$ cat config.mk
export PLATFORM = sky130hd
export DESIGN_NAME = imm_gen_stage_flat
export DESIGN_NICKNAME = d
export VERILOG_FILES = /design/src/rtl/imm_gen_if.sv /design/src/rtl/imm_gen_stage.sv /design/src/flat_wrapper.sv
export SDC_FILE = /design/constraint.sdc
export NUM_CORES = 1
export LEC_CHECK = 0
export ABC_AREA = 0
export CORE_ASPECT_RATIO = 1.4
export CORE_MARGIN = 4
export CORE_UTILIZATION = 24
export DETAILED_ROUTE_END_ITERATION = 7
export GPL_ROUTABILITY_DRIVEN = 0
export SETUP_SLACK_MARGIN = 0.4
export SLEW_MARGIN = 20
export SYNTH_ARGS = -nofsm -noshare
export SYNTH_HDL_FRONTEND = slang
export SYNTH_SLANG_ARGS = --single-unit
$ cat constraint.sdc
create_clock -name clk -period 2.5 [get_ports clk]
set_clock_uncertainty 0.1 [all_clocks]
set_input_delay 0.5 -clock clk [delete_from_list [all_inputs] [get_ports clk]]
set_output_delay 0.5 -clock clk [all_outputs]
set_load 0.01 [all_outputs]
$ cat src/rtl/imm_gen_if.sv
// Handshake bundle between the instruction register, immediate generator and execute.
// Ports: in_* request side (valid/ready, ir, select, tag), out_* result side (valid/ready, data, tag, illegal).
interface imm_gen_if #(
    parameter int XLEN  = 32,
    parameter int TAG_W = 32
);
    logic             in_valid;
    logic             in_ready;
    logic [31:0]      instruction_register;
    logic [3:0]       immediate_select;
    logic [TAG_W-1:0] in_tag;
    logic             out_valid;
    logic             out_ready;
    logic [XLEN-1:0]  immediate_data;
    logic [TAG_W-1:0] out_tag;
    logic             out_illegal;

    // Stage side: consumes requests, produces results.
    modport slave (
        input  in_valid,
        output in_ready,
        input  instruction_register,
        input  immediate_select,
        input  in_tag,
        output out_valid,
        input  out_ready,
        output immediate_data,
        output out_tag,
        output out_illegal
    );

    // Environment side: drives requests, accepts results.
    modport master (
        output in_valid,
        input  in_ready,
        output instruction_register,
        output immediate_select,
        output in_tag,
        input  out_valid,
        output out_ready,
        input  immediate_data,
        input  out_tag,
        input  out_illegal
    );
endinterface

$ cat src/rtl/imm_gen_stage.sv
// Pipelined immediate generator: U/I/S/B/J/Z decode (plus RVC CI/CJ/CB/CIW when
// IMM_GEN_RVC_EN is defined) into a 2-entry head+skid buffer with registered in_ready.
// Ports: clk, rst_n (async, active-low), bus (imm_gen_if.slave), illegal_count (saturating).
// XLEN must be 32 or 64.
module imm_gen_stage #(
    parameter int XLEN      = 32,
    parameter int TAG_W     = 32,
    parameter int ILL_CNT_W = 8
) (
    input  logic                 clk,
    input  logic                 rst_n,
    imm_gen_if.slave             bus,
    output logic [ILL_CNT_W-1:0] illegal_count
);

    typedef struct packed {
        logic             ill;
        logic [TAG_W-1:0] tag;
        logic [XLEN-1:0]  data;
    } entry_t;

    logic [31:0]     ir;
    logic [15:0]     c;
    logic [XLEN-1:0] imm;
    logic            ill;
    entry_t          new_e;

    entry_t head_q, head_d;
    entry_t skid_q, skid_d;
    logic   head_v_q, head_v_d;
    logic   skid_v_q, skid_v_d;
    logic   rdy_q, rdy_d;
    logic   [ILL_CNT_W-1:0] cnt_q, cnt_d;

    logic push;
    logic pop;

    assign ir = bus.instruction_register;
    assign c  = ir[15:0];

    // Format decode; XLEN'($signed(x)) sign-extends the assembled field.
    always_comb begin
        imm = '0;
        ill = 1'b0;
        unique case (bus.immediate_select)
            4'b0000: imm = XLEN'($signed({ir[31:12], 12'b0}));
            4'b0001: imm = XLEN'($signed(ir[31:20]));
            4'b0010: imm = XLEN'($signed({ir[31:25], ir[11:7]}));
            4'b0011: imm = XLEN'($signed({ir[31], ir[7],
                                          ir[30:25], ir[11:8],
                                          1'b0}));
            4'b0100: imm = XLEN'($signed({ir[31], ir[19:12],
                                          ir[20], ir[30:21],
                                          1'b0}));
            4'b0101: imm = XLEN'(ir[19:15]);
`ifdef IMM_GEN_RVC_EN
            4'b1000: imm = XLEN'($signed({c[12], c[6:2]}));
            4'b1001: imm = XLEN'($signed({c[12], c[8], c[10:9],
                                          c[6], c[7], c[2],
                                          c[11], c[5:3], 1'b0}));
            4'b1010: imm = XLEN'($signed({c[12], c[6:5], c[2],
                                          c[11:10], c[4:3],
                                          1'b0}));
            4'b1011: imm = XLEN'({c[10:7], c[12:11], c[5],
                                  c[6], 2'b00});
`endif
            default: ill = 1'b1;
        endcase
    end

`ifdef IMM_GEN_RVC_EN
    logic unused_ir;
    assign unused_ir = ^ir[1:0];
`else
    logic unused_ir;
    assign unused_ir = ^{ir[6:0], c[15:0]};
`endif

    assign new_e.ill  = ill;
    assign new_e.tag  = bus.in_tag;
    assign new_e.data = ill ? '0 : imm;

    assign push = bus.in_valid & rdy_q;
    assign pop  = head_v_q & bus.out_ready;

    // Head refills from skid first (FIFO order), else from the input.
    // The skid only fills while the head is held.
    always_comb begin
        head_d   = head_q;
        head_v_d = head_v_q;
        skid_d   = skid_q;
        skid_v_d = skid_v_q;
        cnt_d    = cnt_q;
        if (!head_v_q || pop) begin
            if (skid_v_q) begin
                head_d   = skid_q;
                head_v_d = 1'b1;
                skid_v_d = push;
                if (push) skid_d = new_e;
            end else if (push) begin
                head_d   = new_e;
                head_v_d = 1'b1;
            end else begin
                head_v_d = 1'b0;
            end
        end else if (push) begin
            skid_d   = new_e;
            skid_v_d = 1'b1;
        end
        if (push && ill && (cnt_q != '1)) begin
            cnt_d = cnt_q + ILL_CNT_W'(1);
        end
        // Registered so in_ready has no path from out_ready.
        rdy_d = !(head_v_d && skid_v_d);
    end

    always_ff @(posedge clk or negedge rst_n) begin
        if (!rst_n) begin
            head_q   <= '0;
            skid_q   <= '0;
            head_v_q <= 1'b0;
            skid_v_q <= 1'b0;
            rdy_q    <= 1'b1;
            cnt_q    <= '0;
        end else begin
            head_q   <= head_d;
            skid_q   <= skid_d;
            head_v_q <= head_v_d;
            skid_v_q <= skid_v_d;
            rdy_q    <= rdy_d;
            cnt_q    <= cnt_d;
        end
    end

    assign bus.in_ready       = rdy_q;
    assign bus.out_valid      = head_v_q;
    assign bus.immediate_data = head_q.data;
    assign bus.out_tag        = head_q.tag;
    assign bus.out_illegal    = head_q.ill;
    assign illegal_count      = cnt_q;

endmodule

$ cat src/flat_wrapper.sv
// flat-port wrapper written by rule: the top's interface ports become plain ports
module imm_gen_stage_flat 
#(
    parameter int XLEN      = 32,
    parameter int TAG_W     = 32,
    parameter int ILL_CNT_W = 8
)
  (clk, rst_n, illegal_count, bus_in_valid, bus_in_ready, bus_instruction_register, bus_immediate_select, bus_in_tag, bus_out_valid, bus_out_ready, bus_immediate_data, bus_out_tag, bus_out_illegal);
  imm_gen_if #(.XLEN(XLEN), .TAG_W(TAG_W)) bus_i ();
  input  logic clk;
  input  logic rst_n;
  output logic [ILL_CNT_W-1:0] illegal_count;
  input wire logic [$bits(bus_i.in_valid)-1:0] bus_in_valid;
  output wire logic [$bits(bus_i.in_ready)-1:0] bus_in_ready;
  input wire logic [$bits(bus_i.instruction_register)-1:0] bus_instruction_register;
  input wire logic [$bits(bus_i.immediate_select)-1:0] bus_immediate_select;
  input wire logic [$bits(bus_i.in_tag)-1:0] bus_in_tag;
  output wire logic [$bits(bus_i.out_valid)-1:0] bus_out_valid;
  input wire logic [$bits(bus_i.out_ready)-1:0] bus_out_ready;
  output wire logic [$bits(bus_i.immediate_data)-1:0] bus_immediate_data;
  output wire logic [$bits(bus_i.out_tag)-1:0] bus_out_tag;
  output wire logic [$bits(bus_i.out_illegal)-1:0] bus_out_illegal;
  assign bus_i.in_valid = bus_in_valid;
  assign bus_in_ready = bus_i.in_ready;
  assign bus_i.instruction_register = bus_instruction_register;
  assign bus_i.immediate_select = bus_immediate_select;
  assign bus_i.in_tag = bus_in_tag;
  assign bus_out_valid = bus_i.out_valid;
  assign bus_i.out_ready = bus_out_ready;
  assign bus_immediate_data = bus_i.immediate_data;
  assign bus_out_tag = bus_i.out_tag;
  assign bus_out_illegal = bus_i.out_illegal;
  imm_gen_stage #(.XLEN(XLEN), .TAG_W(TAG_W), .ILL_CNT_W(ILL_CNT_W)) u_core (.clk(clk), .rst_n(rst_n), .bus(bus_i), .illegal_count(illegal_count));
endmodule
==> summary.md <==
| Metric | Value |
|---|---|
| Status | `finished clean` |
| Post-layout nets | `796` |
| Vias per cell | `4.53` |
| Ys flop type | `dfrtp_1` |
| Worst min-delay path category | `reg2reg` |
| Fill cell count | `2607` |
| Peak VDD IR | `0.575 mV` |
| CP endpoint kind | `output port` |
| Clock-pin slew on the worst setup and hold paths | `60 ps` |
| Cell Pwr Density | `1220 nW/um^2` |
| Gr usage total | `0.123` |
| RR Endpoint | `u_core.bus.immediate_data[0]` |
| Rows | `69` |
| Final worst-path cycle share | `0.810` |
| Final min period | `2030 ps` |
| Buffers & Inverters on Critical Path | `1` |
| EDFF count, synth | `0` |
| # clock sinks | `141` |
| CTS root buffer | `clkbuf_16` |
| Total I/O pin count | `147` |
| Pin count of the biggest net entering global routing | `70` |
| Count of input and output buffers | `139` |
| Critical Path RT | `1900 ps` |
| Htree depth | `4` |
| Worst R2R Start | `u_core.bus.in_ready` |
| Seq pwr share | `0.363` |
| Synth Register Bits | `141` |
| Number of antenna violations at the first check in global routing | `1` |
| Synthesized area | `6250 um^2` |
| Synth area leaders | `dfrtp_1, mux2_2, o21ai_0, nand2_1, mux2i_1` |
| Setup_tns | `0 ps` |
| Final setup fails | `0` |
| Worst Path Max Fanout | `5` |
| FF-to-FF setup slack | `630 ps` |
| Yosys cell types | `41` |
| Clk_lat worst skew | `420 ps` |
| CTS max path bufs | `2` |
| Final Hold Fails | `0` |
| Largest area contributor in the netlist | `dfrtp_1` |
| Max-slew headroom | `0.655` |
| Layout cells sized above 1 | `0.162` |
| First drt pass iteration count | `6` |
| CTS tree | `built` |
| Lkg Pwr | `3.70 nW` |
| Top-count cell post-synth | `dfrtp_1` |
| Grt total ovfl | `0` |
| Worst Hold Path EP | `u_core.skid_q[2]` |
| Post-Synthesis Net Count | `648` |
| Initial core utilization | `0.244` |
| CP max-delay cell | `clkdlybuf4s50_1` |
| Crit start category | `flop` |
| Routed vias | `4780` |
| Switching share of power | `0.337` |
| YS warnings | `0` |
| Global-route wire length before repair | `27000 um` |
| Gate power share | `0.390` |
| Routed len/inst | `16.3 um` |
| Remaining DRCs | `0` |
| Vias in the first global route | `4723` |
| WS Path Type | `reg2out` |
| Worst-Margin Slew | `515 ps` |
| Slew Limit Fails | `0` |
| R2r worst-path depth | `5` |
| Utilization after layout | `0.345` |
| Wirelength, routed | `17200 um` |
| Sequential-to-total area share from yosys stat | `0.565` |
| CORE AREA | `25600 um^2` |
| P_sw | `3.62 mW` |
| Iter 0 DRT Violations | `298` |
| Int Pwr | `7.11 mW` |
| Post-synth top cells | `dfrtp_1, nand2_1, o21ai_0` |
| RSZ-0062 raised after global routing | `false` |
| Die W | `144 um` |
| Area Overhead vs Synth | `40.9%` |
| Max Cap Viol | `0` |
| Multi-input gate area | `2530 um^2` |
| Reg area | `3530 um^2` |
| Dpl hpwl | `12000 um` |
| Die height | `199 um` |
| Total CTS buffers | `17` |
| Crit path max-delay family | `buffers and inverters` |
| Post-synth ARST share | `1.00` |
| Hold Path Depth | `2` |
| Die area | `28700 um^2` |
| Crit path DAT | `1430 ps` |
| Mean post-synth cell area | `10.9 um^2` |
| Share of Yosys cell area claimed by the top area cell type | `0.561` |
| Hold_sp | `u_core.skid_q[2]` |
| ANT nets after route | `0` |
| Synth Instances | `575` |
| Max stage delay on crit path | `580 ps` |
| Critical-path cell list | `clkdlybuf4s50_1` |
| Clock power frac | `0.247` |
| Fmax | `0.494 GHz` |
per-stage QoR:
| step | setup slack (ps) | hold slack (ps) | instance area (um^2) | power [mW] | instances |
|---|---|---|---|---|---|
| after CTS | 419 | 379 | 8780 | 10.9 | 1052 |
| final | 475 | 372 | 8800 | 10.7 | 1056 |
| after detailed placement | -141 | 306 | 8130 | 8.18 | 1017 |
| after floorplan | 700 | 104 | 6250 | 6.11 | 575 |
| after global routing | 403 | 396 | 8800 | 11.5 | 1056 |
| after global placement | -98.5 | 302 | 8130 | 8.09 | 1017 |
layout make-up:
type / instances / share of cell area
repair buffers: 169 / 0.194
diodes: 1 / 0.000284
clock buffers: 21 / 0.0523
well taps: 319 / 0.0453
clock inverters: 11 / 0.0179
flip-flops and latches: 141 / 0.401
multi-input cells: 392 / 0.288
inverters: 2 / 0.000853
worst max path at each step:
stage,from,to,slack (ps),depth (start not counted)
after CTS,u_core.illegal_count[4],illegal_count[4],420,1
after global routing,u_core.illegal_count[3],illegal_count[3],400,1
after floorplan,u_core.illegal_count[0],u_core.illegal_count[1],700,4
after detailed placement,bus_immediate_select[1],u_core.skid_q[30],-140,5
final,u_core.illegal_count[5],illegal_count[5],470,1
after global placement,bus_immediate_select[1],u_core.bus.immediate_data[30],-100,5
repair_timing:
action	4_1_cts	5_1_grt
setup buffers	2	3
endpoints found under the hold margin	24	0
pin swaps	1	1
setup endpoints to repair	14	7
gates resized for setup	2	2
hold buffers	1	0
per-layer routing:
layer | wire, um | up-vias | share of wire | GRT usage
met5 | 0 | - | 0 | 0
met1 | 7480 | 2315 | 0.44 | 0.157
met3 | 789 | 17 | 0.046 | 0.0286
met4 | 299 | 0 | 0.017 | 0.0498
met2 | 8620 | 122 | 0.50 | 0.200
li1 | - | 2326 | - | -
sequential cells by signal (all words and copies together), names as in the netlist:
name and count:
u_core.bus.out_illegal 1, u_core.skid_v_q 1, u_core.bus.in_ready 1, u_core.skid_q 65, u_core.bus.immediate_data 32, u_core.bus.out_tag 32, u_core.bus.out_valid 1, u_core.illegal_count 8
placed cells by master (no fill, tap or decap), drive strengths merged, types with 2 or more instances in the layout:
| cell type | synthesis | layout |
|---|---|---|
| inv | 2 | 5 |
| dfrtp | 140 | 140 |
| nand2 | 91 | 91 |
| bufinv | 0 | 3 |
| and3 | 15 | 15 |
| nor3 | 5 | 5 |
| clkbuf | 20 | 21 |
| a222oi | 4 | 4 |
| buf | 20 | 30 |
| a22oi | 9 | 9 |
| mux2i | 33 | 33 |
| nand3 | 5 | 5 |
| o21ai | 101 | 101 |
| mux2 | 43 | 43 |
| nor3b | 2 | 2 |
| a21oi | 39 | 39 |
| a211oi | 6 | 6 |
| nor2 | 10 | 10 |
| xor2 | 3 | 3 |
| nor4b | 2 | 2 |
| clkinv | 0 | 4 |
| and2 | 2 | 2 |
| xnor2 | 5 | 5 |
| nand3b | 8 | 8 |
| clkdlybuf4s50 | 0 | 136 |
cell families after synthesis:
group / synth area share
fa+ha+maj: 0.00200
xor+xnor: 0.0112
buf+inv: 0.0340
compound gates: 0.145
mux: 0.130
simple gates: 0.112
flops: 0.565
power by group through the flow:
| stage | clock (mW) | combinational (mW) | sequential (mW) |
|---|---|---|---|
| 6_report | 2.65 | 4.18 | 3.89 |
| 3_3_place_gp | 0 | 4.11 | 3.97 |
| 3_5_place_dp | 0 | 4.16 | 4.02 |
| 5_1_grt | 2.84 | 4.64 | 4.03 |
| 2_1_floorplan | 0 | 2.03 | 4.07 |
| 4_1_cts | 2.73 | 4.17 | 3.98 |
Power figures use the tool's default switching activity.
